==> config.mk <==
export PLATFORM = sky130hd
export DESIGN_NAME = dap_seq_arbiter
export DESIGN_NICKNAME = d
export VERILOG_FILES = /design/src/rtl/dap_seq_arbiter.sv
export SDC_FILE = /design/constraint.sdc
export NUM_CORES = 1
export LEC_CHECK = 0
export CAP_MARGIN = 15
export CELL_PAD_IN_SITES_DETAIL_PLACEMENT = 0
export CELL_PAD_IN_SITES_GLOBAL_PLACEMENT = 2
export CORE_AREA = 5 5 213 215
export DETAILED_ROUTE_END_ITERATION = 6
export DIE_AREA = 0 0 218 220
export GPL_TIMING_DRIVEN = 0
export PLACE_DENSITY_LB_ADDON = 0.3
export SKIP_CTS_REPAIR_TIMING = 1
export SLEW_MARGIN = 20
export SYNTH_ARGS = -nofsm -noshare
export SYNTH_HDL_FRONTEND = slang
export SYNTH_SLANG_ARGS = --single-unit
==> constraint.sdc <==
create_clock -name clk -period 8.15 [get_ports clk]
set_input_delay 1.63 -clock clk [delete_from_list [all_inputs] [get_ports clk]]
set_output_delay 1.63 -clock clk [all_outputs]
set_load 0.05 [all_outputs]
==> src/rtl/dap_seq_arbiter.sv <==
// dap_seq_arbiter: round-robin ownership of a shared sequence engine.
// One worker at a time owns the engine; its commands are forwarded with a
// registered stage, and results are routed back to the owner until every
// in-flight command has been answered.
module dap_seq_arbiter #(
  parameter int NREQ    = 4,
  parameter int MAX_OUT = 15
) (
  input  logic                 clk,
  input  logic                 resetn,
  input  logic [NREQ-1:0]      req,
  output logic [NREQ-1:0]      grant,
  input  logic [NREQ-1:0]      req_tx_valid,
  input  logic [NREQ*16-1:0]   req_tx_cmd,
  input  logic [NREQ*64-1:0]   req_tx_data,
  output logic [NREQ-1:0]      req_tx_ready,
  output logic [NREQ-1:0]      req_rx_valid,
  output logic [2:0]           req_rx_flag,
  output logic [63:0]          req_rx_data,
  output logic                 seq_tx_valid,
  output logic [15:0]          seq_tx_cmd,
  output logic [63:0]          seq_tx_data,
  input  logic                 seq_tx_full,
  input  logic                 seq_rx_valid,
  input  logic [2:0]           seq_rx_flag,
  input  logic [63:0]          seq_rx_data,
  output logic                 busy,
  output logic                 err_rx
);

  localparam int              IW        = (NREQ > 1) ? $clog2(NREQ) : 1;
  localparam logic [3:0]      MAX_OUT_C = 4'(MAX_OUT);
  localparam logic [IW-1:0]   LAST_RST  = IW'(NREQ - 1);

  typedef enum logic [1:0] {IDLE, GRANT, DRAIN} state_t;

  state_t        state, state_nxt;
  logic [IW-1:0] owner, last_owner, winner;
  logic [3:0]    outstanding, outstanding_nxt;
  logic          can_accept, accept, rx_ok;

  // Only the owner may push, and only while serving with engine headroom.
  assign can_accept   = (state == GRANT) && !seq_tx_full && (outstanding < MAX_OUT_C);
  assign req_tx_ready = grant & req & {NREQ{can_accept}};
  assign accept       = |(req_tx_valid & req_tx_ready);

  // Results with nothing outstanding are spurious and never reach a worker.
  assign rx_ok        = seq_rx_valid && (outstanding != 4'd0);
  assign req_rx_valid = grant & {NREQ{rx_ok}};
  assign req_rx_flag  = seq_rx_flag;
  assign req_rx_data  = seq_rx_data;

  assign busy = (state != IDLE);

  // Round-robin search starting just after the previous owner.
  always_comb begin
    // NOTE: every variable written here gets a default first so no latch is inferred.
    winner = last_owner;
    for (int k = NREQ; k >= 1; k--) begin
      if (req[(int'(last_owner) + k) % NREQ]) winner = IW'((int'(last_owner) + k) % NREQ);
    end
  end

  // In-flight count after this cycle's accept and result.
  always_comb begin
    outstanding_nxt = outstanding;
    case ({accept, rx_ok})
      2'b10:   outstanding_nxt = outstanding + 4'd1;
      2'b01:   outstanding_nxt = outstanding - 4'd1;
      default: outstanding_nxt = outstanding;
    endcase
  end

  // Next-state logic; DRAIN never returns to GRANT, the owner re-arbitrates.
  always_comb begin
    state_nxt = state;
    case (state)
      IDLE:    if (|req) state_nxt = GRANT;
      GRANT:   if (!req[owner]) state_nxt = (outstanding_nxt == 4'd0) ? IDLE : DRAIN;
      DRAIN:   if (outstanding_nxt == 4'd0) state_nxt = IDLE;
      default: state_nxt = IDLE;
    endcase
  end

  // State register.
  always_ff @(posedge clk or negedge resetn) begin
    // NOTE: sequential state uses non-blocking assignments so every register samples pre-edge values.
    if (!resetn) state <= IDLE;
    else         state <= state_nxt;
  end

  // Ownership: grant on leaving IDLE, release and remember owner on returning.
  always_ff @(posedge clk or negedge resetn) begin
    if (!resetn) begin
      grant      <= '0;
      owner      <= '0;
      last_owner <= LAST_RST;
    end else if (state == IDLE && state_nxt == GRANT) begin
      grant <= NREQ'(1) << winner;
      owner <= winner;
    end else if (state != IDLE && state_nxt == IDLE) begin
      grant      <= '0;
      last_owner <= owner;
    end
  end

  // In-flight counter and spurious-result flag.
  always_ff @(posedge clk or negedge resetn) begin
    if (!resetn) begin
      outstanding <= 4'd0;
      err_rx      <= 1'b0;
    end else begin
      outstanding <= outstanding_nxt;
      err_rx      <= seq_rx_valid && (outstanding == 4'd0);
    end
  end

  // Registered command stage toward the engine; payload holds between strobes.
  always_ff @(posedge clk or negedge resetn) begin
    if (!resetn) begin
      seq_tx_valid <= 1'b0;
      seq_tx_cmd   <= 16'd0;
      seq_tx_data  <= 64'd0;
    end else begin
      seq_tx_valid <= accept;
      if (accept) begin
        seq_tx_cmd  <= req_tx_cmd[16*owner +: 16];
        seq_tx_data <= req_tx_data[64*owner +: 64];
      end
    end
  end

endmodule

# Word-level counts from Yosys, hierarchy flattened
# Cells that the tools add are included.
# classes
magnitude_cmp	6
n_addsub	6
shifts	3
n_eq_ne	5
n_mux	26
bitwise	9
n_reduce_logical	21
# op_table
operator	count
$shiftx 256x9->64	1
$shiftx 64x7->16	1
$and 4x4->4	4
$lt 3x4->1 const B	4
$mux 2	8
$bmux 1 s2	5
$mux 1	9
$logic_not 4->1	2
$mux 4	2
$pmux 4 s2	1
$reduce_or 2->1	4
$reduce_or 4->1	2
$eq 2x1->1 const B	3
$logic_and 1x1->1	6
$pmux 2 s3	1
$add 2x1->2 const B	2
$add 2x2->2 const B	2
$add 4x1->4 const B	1
$and 1x1->1 const A	4
$eq 2x2->1 const B	2
$logic_not 2->1	2
$lt 4x4->1 const B	1
$reduce_bool 2->1	2
$reduce_bool 4->1	1
other kinds (6)	6
# word_totals
word_cells	85
input_bits	399
output_inout_bits	162
ff_bits	96

# Depth between registers and ports, before layout
# Gate-level depths: netlist (run 1).
# depth
ltp_word	16
depth_mapped	15
mapped_depth_nobuf	13

# Worst setup path after synthesis (run 1)
# No wires, ideal clock.
# synth_timing
path_type	input to output
from	input seq_tx_full
to	output req_tx_ready[0]
n_path_buf	0
cell_stages	2
t_arrival_ps	2696
path_slack_ps	3824
path_cell_list	or3_4 -> nor2_1
# synth_between
elab_chain_cells	4
# synth_lines
item	line	rtl
start: declaration	23	input logic seq_tx_full,
$logic_not 1->1	43	assign can_accept = (state == GRANT) && !seq_tx_full && (outstanding < MAX_OUT_C);
$logic_and 1x1->1 (2 in a row)	43	
$and 4x4->4	44	assign req_tx_ready = grant & req & {NREQ{can_accept}};
end: declaration	16	output logic [NREQ-1:0] req_tx_ready,
# No other way between the ends.

# Final worst setup path (run 1)
# layout_timing
from	input seq_rx_valid
to	output req_rx_valid[2]
# layout_between
elab_chain_cells	2
# layout_lines
item	line	rtl
start: declaration	24	input logic seq_rx_valid,
$logic_and 1x1->1	48	assign rx_ok = seq_rx_valid && (outstanding != 4'd0);
$and 4x4->4	49	assign req_rx_valid = grant & {NREQ{rx_ok}};
end: declaration	17	output logic [NREQ-1:0] req_rx_valid,
# No other way between the ends.

==> run summary, run 1 <==
worst-path fanout max -> 5
Inst Count DP -> 1525
Synth warnings -> 0
most frequent cell after synthesis -> dfrtp_1
cell taking the most area after synthesis -> dfrtp_1
DIE AREA -> 0.0480 mm^2
fill count -> 4504
post-synthesis sequential area ratio -> 35.7%
Yosys cell types -> 40
clock root cell -> clkbuf_16
Synth Area per Inst -> 15.4 um^2
Final Instance Count excl. Fillers -> 1542
vias in the first global route -> 6395
Synth Flop Type -> dfrtp_1
total grt overflow -> 0
number of I/O pins -> 561
Synth Instances -> 438
Detailed Routing Iterations Pass 1 -> 4
Starting DRT DRC Count -> 216
Synth Area in XOR/XNOR -> 0.520%
outcome -> complete, no violations
Yosys reg bits -> 96
Detailed Route WL -> 31000 um
residual DRC count -> 0
number of core rows -> 77
Die Wd -> 218 um
PD cells -> 311 mW/mm^2
# setup viols final -> 0
CP most frequent cell -> clkdlybuf4s50_1
via density per instance -> 3.70
Detail Placement HPWL -> 25700 um
Final ANT Viol Nets -> 0
worst clock skew -> 0.0158 ns
die height -> 220 um
Net Count, Synth -> 841
routed wire length per instance -> 20.1 um
synth cell count leaders -> dfrtp_1 (94), mux4_2 (80), mux2_4 (78)
Cell Area, Synth -> 0.00674 mm^2
Area Growth Syn to Fin -> 89.0%
gp weighted congestion -> 0.725
Compound-Gate Fraction of Synth Area -> 2.25%
hold slack -> 0.507 ns
Longest Clk Path Bufs -> 2
CP startpoint kind -> primary input
Largest stage delay, worst path -> 0.80 ns
largest net degree at the start of global routing -> 59
worst skew pair latency -> 0.37 ns
Max Cap Violations -> 0
ys async rst share -> 100%
Starting Density -> 15.5%
total number of vias -> 5709
slew margin rel. -> 33.4%
Cell Area, Placed -> 0.0125 mm^2
CTS tree -> done
area share of the largest cell type after synthesis -> 34.9%
clock buffer count from CTS -> 9
Critical Path Sink Type -> output port
clk sinks -> 96
fmax -> 0.197 GHz
Bufs and invs on worst path -> 2
critical path, cell by cell -> clkdlybuf4s50_1 > nor2b_1 > and2_1 > clkdlybuf4s50_1
largest family of logic cells by synthesized area -> multiplexers
crit path kind -> primary input to output port
multiplexer share of the synthesized area -> 45.6%
NumNets Final -> 1347
CP arrival -> 3.45 ns
H-tree depth -> 3
Max IR drop VDD -> 0.104 mV
TNS Setup -> 0 ns
core box area -> 0.0435 mm^2
initial antenna violation count -> 0
fin. max-slew vios -> 0
unrepaired setup endpoints after global routing -> false
synth top area cells -> dfrtp_1 (35%), mux4_2 (27%), mux2_4 (17%), buf_4 (7.5%), buf_12 (2.7%)
worst min path class -> flip-flop to flip-flop
Post-synth EDFFs -> 0
PortBufs -> 493
first-pass GRT wire length -> 43100 um
post-route design area -> 0.0127 mm^2
Adder-Cell Fraction of Synth Area -> 0.854%
Tot GR Track Use -> 12.2%
Tightest Pin Transition -> 0.999 ns
Final min period -> 5.08 ns
P_leak -> 5.23 nW
CP max stage cell -> clkdlybuf4s50_1
final worst-path cycle share -> 62.4%
Req. time, crit path -> 6.52 ns
Pwr Total -> 3.96 mW
Simple-Gate Fraction of Synth Area -> 3.38%
layout cells sized above 1 -> 28.8%
cell family with most CP delay -> buffers and inverters
Reg clk slew, reported paths -> 0.06 ns
Final Hold Viols -> 0
[cell usage in the layout, fill, tap and decap left out, types with 2 or more instances in the layout]
master           Yosys  final
a21oi_1              5      5
and2_1               6      6
and3_1               2      2
buf_12               9      9
buf_2                8      8
buf_4               67     67
buf_6                0      2
clkbuf_1            12     12
clkbuf_16            0      9
clkdlybuf4s50_1      0    492
clkinv_2             0      2
clkinvlp_4           0      3
dfrtp_1             94     94
dfstp_2              2      2
ha_1                 3      3
inv_1                5      5
mux2_2               6      6
mux2_4              78     78
mux2i_1              3      3
mux4_2              80     80
nand2_1             12     12
nand2b_1             3      3
nand3_1              5      5
nor2_1               6      6
nor3_1               3      3
nor4_1               2      2
o21ai_0              3      3
o2bb2ai_1            5      5
xnor2_1              2      2
xor2_1               2      2
[registers in the layout (all words and copies together), names as in the netlist]
name	flops
grant	4
err_rx	1
last_owner	2
seq_tx_cmd	16
outstanding	4
state	2
seq_tx_data	64
owner	2
seq_tx_valid	1
[worst reg2reg max path, delay by kind of cell (launching register included)]
kind            cells  cell delay, ns
flops               1            0.44
simple gates        4            1.05
compound gates      5            0.93
fa+ha+maj           2            0.60
buf+inv             2            0.34
[report_power, final]
group | switching (mW) | leakage (nW) | internal (mW) | total, mW
Combinational | 1.45 | 3.91 | 1.25 | 2.69
Sequential | 0.141 | 1.20 | 0.697 | 0.839
Clock | 0.210 | 0.128 | 0.215 | 0.425
[cell type report]
cell class                 count  area [um^2]  area share [%]
buffer                        96          769            6.04
tap                          592          741            5.82
sequential                    96         2400            18.9
inverter                       6         22.5           0.177
timing repair buffer         495         4970            39.1
antenna                        1         2.50          0.0197
multi-input combinational    240         3540            27.8
clock inverter                 5         32.5           0.256
clock buffer                  11          243            1.91
[per-layer routing]
layer	global-route usage (%)	wire (um)	vias up
met5	0	0	-
met4	4.06	626	0
met1	14.7	12300	2777
met3	3.89	2460	27
li1	-	-	2627
met2	20.9	15600	278
[cells by family after synthesis]
kind of cell / after synthesis
compound gates: 21
xor+xnor: 4
fa+ha+maj: 4
buf+inv: 102
flops: 96
mux: 167
simple gates: 44
[final timing paths]
path	end	cells past startpoint	from	slack, ns
setup / recovery	req_rx_valid[2]	4	seq_rx_valid	3.07
hold / removal	seq_tx_cmd[1]$_DFFE_PN0P_	1	seq_tx_cmd[1]$_DFFE_PN0P_	0.51
setup reg to reg	grant[3]$_DFFE_PN0P_	13	state[1]$_DFF_PN0_	4.69
hold reg to reg	seq_tx_cmd[1]$_DFFE_PN0P_	1	seq_tx_cmd[1]$_DFFE_PN0P_	0.51
max in group asynchronous	last_owner[0]$_DFFE_PN1P_	2	resetn	6.27
min in group asynchronous	seq_tx_data[18]$_DFFE_PN0P_	1	resetn	1.16
[metrics by stage]
stage / worst slack, ns / utilization, %
6_report: 3.07 / 29.2
4_1_cts: 3.07 / 29.2
3_3_place_gp: 1.16 / 28.5
5_1_grt: 2.95 / 29.2
3_5_place_dp: 3.07 / 28.6
2_1_floorplan: 3.82 / -
No activity file was read; power rests on OpenSTA's default activity.
==> run 2, diff against run 1 <==
CORE_AREA = 5 5 218 220   (was 5 5 213 215)
DIE_AREA = 0 0 223 225   (was 0 0 218 220)
clock period = 4.48 ns   (was 8.15 ns; I/O delays follow)
==> run 2 against run 1 <==
Core utilization is 0.81 points lower. Largest power group unchanged. Global-route usage about the same. Final cell count up 0.65%. Sequential share of layout area decreased by 0.12 points. Clock-buffer cell count fell by 2. Critical endpoint is now grant[3]$_DFFE_PN0P_. Non-clock buffer count down 1.
==> run summary, run 2 (synthesis gave the netlist of run 1 again) <==
outcome -> complete, no violations (unchanged)
first-pass GRT wire length -> 45600 um (was 43100 um)
core box area -> 0.0451 mm^2 (was 0.0435 mm^2)
number of core rows -> 78 (was 77)
unrepaired setup endpoints after global routing -> false (unchanged)
Reg clk slew, reported paths -> 0.09 ns (was 0.06 ns)
DIE AREA -> 0.0502 mm^2 (was 0.0480 mm^2)
total grt overflow -> 0 (unchanged)
layout cells sized above 1 -> 28.9% (was 28.8%)
final worst-path cycle share -> 84.5%
Starting Density -> 14.9% (was 15.5%)
fin. max-slew vios -> 0 (unchanged)
slew margin rel. -> 39.6% (was 33.4%)
most frequent cells in the layout -> clkdlybuf4s50_1 (492), dfrtp_1 (94), mux4_2 (80), mux2_4 (78), buf_4 (67) (unchanged)
TNS Setup -> 0 ns (unchanged)
Worst Setup SP -> seq_tx_full (was seq_rx_valid)
PortBufs -> 493 (unchanged)
critical path, cell by cell -> clkdlybuf4s50_1 > or3_4 > a41o_2 > buf_12 > buf_12 > ha_1 > ha_1 > a21oi_1 > and3_1 > o21bai_1 > o2111a_1 > or2_1 > o2bb2ai_1 (was clkdlybuf4s50_1 > nor2b_1 > and2_1 > clkdlybuf4s50_1)
residual DRC count -> 0 (unchanged)
commonest non-fill, non-tap cell in the layout -> clkdlybuf4s50_1 (unchanged)
Max Cap Violations -> 0 (unchanged)
Bufs and invs on worst path -> 3 (was 2)
Largest stage delay, worst path -> 0.42 ns (was 0.80 ns)
fmax -> 0.264 GHz
routed wire length per instance -> 20.8 um (was 20.1 um)
worst clock skew -> 0.0120 ns (was 0.0158 ns)
Area Growth Syn to Fin -> 90.2% (was 89.0%)
Worst path depth -> 13 (was 4)
# setup viols final -> 0 (unchanged)
Starting DRT DRC Count -> 133 (was 216)
Die Wd -> 223 um (was 218 um)
clock root cell -> clkbuf_16 (unchanged)
clk sinks -> 96 (unchanged)
Max IR drop VDD -> 0.202 mV (was 0.104 mV)
CP arrival -> 4.04 ns (was 3.45 ns)
cell family with most CP delay -> compound AO/OA/AOI/OAI gates (was buffers and inverters)
fill count -> 4673 (was 4504)
vias in the first global route -> 6490 (was 6395)
Req. time, crit path -> 4.74 ns (was 6.52 ns)
RR Startpoint -> outstanding[0]$_DFF_PN0_ (was state[1]$_DFF_PN0_)
PD cells -> 577 mW/mm^2 (was 311 mW/mm^2)
number of I/O pins -> 561 (unchanged)
Longest Clk Path Bufs -> 2 (unchanged)
clock buffer count from CTS -> 9 (unchanged)
Detail Placement HPWL -> 26900 um (was 25700 um)
die height -> 225 um (was 220 um)
largest net degree at the start of global routing -> 50 (was 59)
Tightest Pin Transition -> 0.905 ns (was 0.999 ns)
worst skew pair latency -> 0.38 ns (was 0.37 ns)
total number of vias -> 5791 (was 5709)
Final Hold Viols -> 0 (unchanged)
Pwr Total -> 7.40 mW (was 3.96 mW)
Final min period -> 3.78 ns
P_leak -> 5.27 nW (was 5.23 nW)
worst min path class -> primary input to async pin (was flip-flop to flip-flop)
via density per instance -> 3.73 (was 3.70)
Tot GR Track Use -> 12.2% (about the same)
Final ANT Viol Nets -> 0 (unchanged)
H-tree depth -> 3 (unchanged)
NumNets Final -> 1346 (was 1347)
Critical Path Sink Type -> flip-flop (was output port)
Biggest register -> seq_tx_data (unchanged)
Largest regs -> seq_tx_data x64, seq_tx_cmd x16 (unchanged)
worst-path fanout max -> 10 (was 5)
CP startpoint kind -> primary input (unchanged)
CP max stage cell -> or3_4 (was clkdlybuf4s50_1)
CTS tree -> done (unchanged)
gp weighted congestion -> 0.844 (was 0.725)
crit path kind -> primary input to flip-flop (was primary input to output port)
Detailed Route WL -> 32200 um (was 31000 um)
initial antenna violation count -> 6 (was 0)
Largest register FFs -> 64 (unchanged)
Detailed Routing Iterations Pass 1 -> 4 (unchanged)
Worst Reg2Reg Path Length in Cells -> 14 (was 13)
## run 2: cell count changes in the layout (fill, tap and decap cells not counted), sizes merged
cell,delta
buf,-1
bufinv,+3
clkbuf,-2
clkinv,-1
clkinvlp,-2
diode,+3
inv,+2
## run 2: path summary, 6_finish.rpt
| check | endpoint | slack (ns) |
|---|---|---|
| setup / recovery | grant[3]$_DFFE_PN0P_ | 0.70 |
| hold / removal | seq_tx_data[63]$_DFFE_PN0P_ | 0.44 |
| setup reg to reg | grant[3]$_DFFE_PN0P_ | 1.03 |
| hold reg to reg | seq_tx_data[19]$_DFFE_PN0P_ | 0.51 |
| max in group asynchronous | last_owner[1]$_DFFE_PN1P_ | 3.30 |
| min in group clk | seq_tx_data[19]$_DFFE_PN0P_ | 0.51 |
## run 2: layout make-up
class	count	area, um^2	area share, %
timing repair buffer	494	4960	38.7
multi-input combinational	240	3540	27.6
sequential	96	2400	18.8
buffer	96	771	6.01
tap	600	751	5.86
clock buffer	9	225	1.76
clock inverter	7	126	0.986
inverter	6	22.5	0.176
antenna	4	10.0	0.0781
## run 2: routing by layer
| metal | vias up | track usage [%] | routed length, um | share of wire, % |
|---|---|---|---|---|
| li1 | 2628 | - | - | - |
| met2 | 287 | 20.5 | 16000 | 50 |
| met3 | 27 | 3.56 | 2400 | 7.4 |
| met1 | 2847 | 15.2 | 13200 | 41 |
| met5 | - | 0 | 13 | 0.040 |
| met4 | 2 | 3.93 | 667 | 2.1 |
## run 2: through the flow
| stage | utilization (%) | setup WS (ns) | area, um^2 | hold slack, ns | cells |
|---|---|---|---|---|---|
| after floorplan | - | 0.975 | 6740 | 0.499 | 438 |
| after global placement | 27.6 | -1.92 | 12400 | 0.488 | 1531 |
| after detailed placement | 27.6 | 0.270 | 12500 | 0.491 | 1532 |
| after CTS | 28.4 | 0.693 | 12800 | 0.450 | 1548 |
| after global routing | 28.4 | 0.516 | 12800 | 0.474 | 1551 |
| final | 28.4 | 0.696 | 12800 | 0.443 | 1552 |
## run 2: report_power, final
group	internal, mW	leakage (nW)	switching, mW	total (mW)
combinational	2.26	3.91	2.65	4.91
sequential	1.27	1.20	0.254	1.52
clock	0.554	0.168	0.409	0.963
==> run 3, diff against run 2 <==
CORE_AREA = 5 5 212 214   (was 5 5 218 220)
DIE_AREA = 0 0 217 219   (was 0 0 223 225)
clock period = 3.9 ns   (was 4.48 ns; I/O delays follow)
==> run 3 against run 2 <==
Cell area down 0.60%. Die area down 5.3%. Total power up 14%. Worst hold slack worse by 0.098 ns. Non-clock buffer count unchanged. Combinational power up 15%. Global-route usage up 0.24 points.
==> run summary, run 3 (synthesis gave the netlist of run 1 again) <==
Inst Count DP -> 1478 (was 1532)
Detail Placement HPWL -> 26000 um (was 26900 um)
outcome -> complete, no violations (unchanged)
via density per instance -> 3.82 (was 3.73)
worst clock skew -> 0.00771 ns (was 0.0120 ns)
CTS tree -> done (unchanged)
Starting Density -> 15.8% (was 14.9%)
number of I/O pins -> 561 (unchanged)
Largest register FFs -> 64 (unchanged)
layout cells sized above 1 -> 28.8% (was 28.9%)
Core Util, Final -> 29.8% (was 28.4%)
switch share -> 44.7% (was 44.8%)
Final ANT Viol Nets -> 0 (unchanged)
Largest regs -> seq_tx_data x64, seq_tx_cmd x16 (unchanged)
most frequent cells in the layout -> clkdlybuf4s50_1 (490), dfrtp_1 (94), mux4_2 (80), mux2_4 (78), buf_4 (67) (was clkdlybuf4s50_1 (492), dfrtp_1 (94), mux4_2 (80), mux2_4 (78), buf_4 (67))
Area Growth Syn to Fin -> 89.1% (was 90.2%)
die height -> 219 um (was 225 um)
fill count -> 4317 (was 4673)
clk sinks -> 96 (unchanged)
routed wire length per instance -> 20.9 um (was 20.8 um)
Reg clk slew, reported paths -> 0.08 ns (was 0.09 ns)
worst skew pair latency -> 0.37 ns (was 0.38 ns)
Die Wd -> 217 um (was 223 um)
Tightest Pin Transition -> 1.03 ns (was 0.905 ns)
clock buffer count from CTS -> 9 (unchanged)
slew margin rel. -> 31.6% (was 39.6%)
CP arrival -> 3.98 ns (was 4.04 ns)
Biggest register -> seq_tx_data (unchanged)
worst-path fanout max -> 10 (unchanged)
vias in the first global route -> 6525 (was 6490)
PD cells -> 664 mW/mm^2 (was 577 mW/mm^2)
setup ws final -> 0.173 ns (was 0.696 ns)
initial antenna violation count -> 2 (was 6)
fin. max-slew vios -> 0 (unchanged)
DIE AREA -> 0.0475 mm^2 (was 0.0502 mm^2)
Starting DRT DRC Count -> 234 (was 133)
number of core rows -> 76 (was 78)
CP startpoint kind -> primary input (unchanged)
Internal Power -> 4.68 mW (was 4.08 mW)
Final Instance Count excl. Fillers -> 1495 (was 1552)
residual DRC count -> 0 (unchanged)
Clk pwr share -> 12.7% (was 13.0%)
clock root cell -> clkbuf_16 (unchanged)
pre-CTS setup slack -> -0.238 ns (was 0.270 ns)
gp weighted congestion -> 0.793 (was 0.844)
Detailed Route WL -> 31300 um (was 32200 um)
Max IR drop VDD -> 0.250 mV (was 0.202 mV)
largest net degree at the start of global routing -> 50 (unchanged)
fmax -> 0.268 GHz
core box area -> 0.0427 mm^2 (was 0.0451 mm^2)
Tot GR Track Use -> 12.5% (was 12.2%)
Final Hold Viols -> 0 (unchanged)
Req. time, crit path -> 4.15 ns (was 4.74 ns)
final worst-path cycle share -> 95.6%
Logic pwr share -> 66.8% (was 66.4%)
r2r setup slk -> 0.41 ns (was 1.03 ns)
Critical Path Sink Type -> flip-flop (unchanged)
Max Cap Violations -> 0 (unchanged)
total number of vias -> 5718 (was 5791)
NumNets Final -> 1346 (unchanged)
worst min path class -> primary input to async pin (unchanged)
Sequential Power Share -> 20.6% (about the same)
crit path kind -> primary input to flip-flop (unchanged)
# setup viols final -> 0 (unchanged)
post-route design area -> 0.0127 mm^2 (was 0.0128 mm^2)
PortBufs -> 493 (unchanged)
Detailed Routing Iterations Pass 1 -> 4 (unchanged)
first-pass GRT wire length -> 43900 um (was 45600 um)
P_leak -> 5.28 nW (was 5.27 nW)
Cell Area, Placed -> 0.0124 mm^2 (was 0.0125 mm^2)
Pwr Total -> 8.46 mW (was 7.40 mW)
Final min period -> 3.73 ns
commonest non-fill, non-tap cell in the layout -> clkdlybuf4s50_1 (unchanged)
Longest Clk Path Bufs -> 2 (unchanged)
total grt overflow -> 0 (unchanged)
H-tree depth -> 3 (unchanged)
Net Switching -> 3.78 mW (was 3.32 mW)
[run 3: through the flow]
step	TNS [ns]	hold slack [ns]
2_1_floorplan	0	0.484
5_1_grt	-0.000949	0.379
4_1_cts	0	0.345
6_report	0	0.345
3_3_place_gp	-202.87	0.491
3_5_place_dp	-1.37	0.490
[run 3: final timing paths]
path	endpoint	start	depth (start not counted)
max in group asynchronous	seq_tx_data[36]$_DFFE_PN0P_	resetn	2
worst min register to register	seq_tx_data[43]$_DFFE_PN0P_	seq_tx_data[43]$_DFFE_PN0P_	1
min in group clk	seq_tx_data[43]$_DFFE_PN0P_	seq_tx_data[43]$_DFFE_PN0P_	1
worst max-delay path	grant[1]$_DFFE_PN0P_	seq_tx_full	13
worst max register to register	grant[1]$_DFFE_PN0P_	outstanding[0]$_DFF_PN0_	14
worst min-delay path	seq_tx_cmd[1]$_DFFE_PN0P_	resetn	1
[run 3: critical path: stages]
cell and delay (ns):
clkdlybuf4s50_1 0.41, or3_4 0.42, a41o_2 0.27, buf_12 0.18
buf_12 0.17, ha_1 0.26, ha_1 0.37, xor2_1 0.20
nand4b_1 0.12, o21bai_1 0.19, o2111a_1 0.15, or2_1 0.28
o2bb2ai_1 0.15
[run 3: power groups by stage]
stage          combinational, mW  sequential (mW)  clock [mW]
5_1_grt                     5.97             1.81        1.16
4_1_cts                     5.76             1.75        1.13
3_5_place_dp                5.74             1.76           0
2_1_floorplan               2.41             3.12           0
6_report                    5.65             1.74        1.07
3_3_place_gp                5.76             1.75           0
[run 3: cell type report]
class | instances | area, um^2 | share of cell area (%)
timing repair buffer | 494 | 4970 | 39.0
multi-input combinational | 240 | 3550 | 27.8
sequential | 96 | 2400 | 18.9
buffer | 96 | 769 | 6.04
tap | 546 | 683 | 5.36
clock buffer | 9 | 225 | 1.77
clock inverter | 6 | 115 | 0.904
inverter | 6 | 22.5 | 0.177
antenna | 2 | 5.00 | 0.0393
[run 3: routing by layer]
metal	up-vias	track usage (%)	wire length [um]
li1	2627	-	-
met1	2849	14.7	12000
met2	217	22.6	16700
met3	23	2.92	1960
met4	2	3.56	555
met5	-	0	13
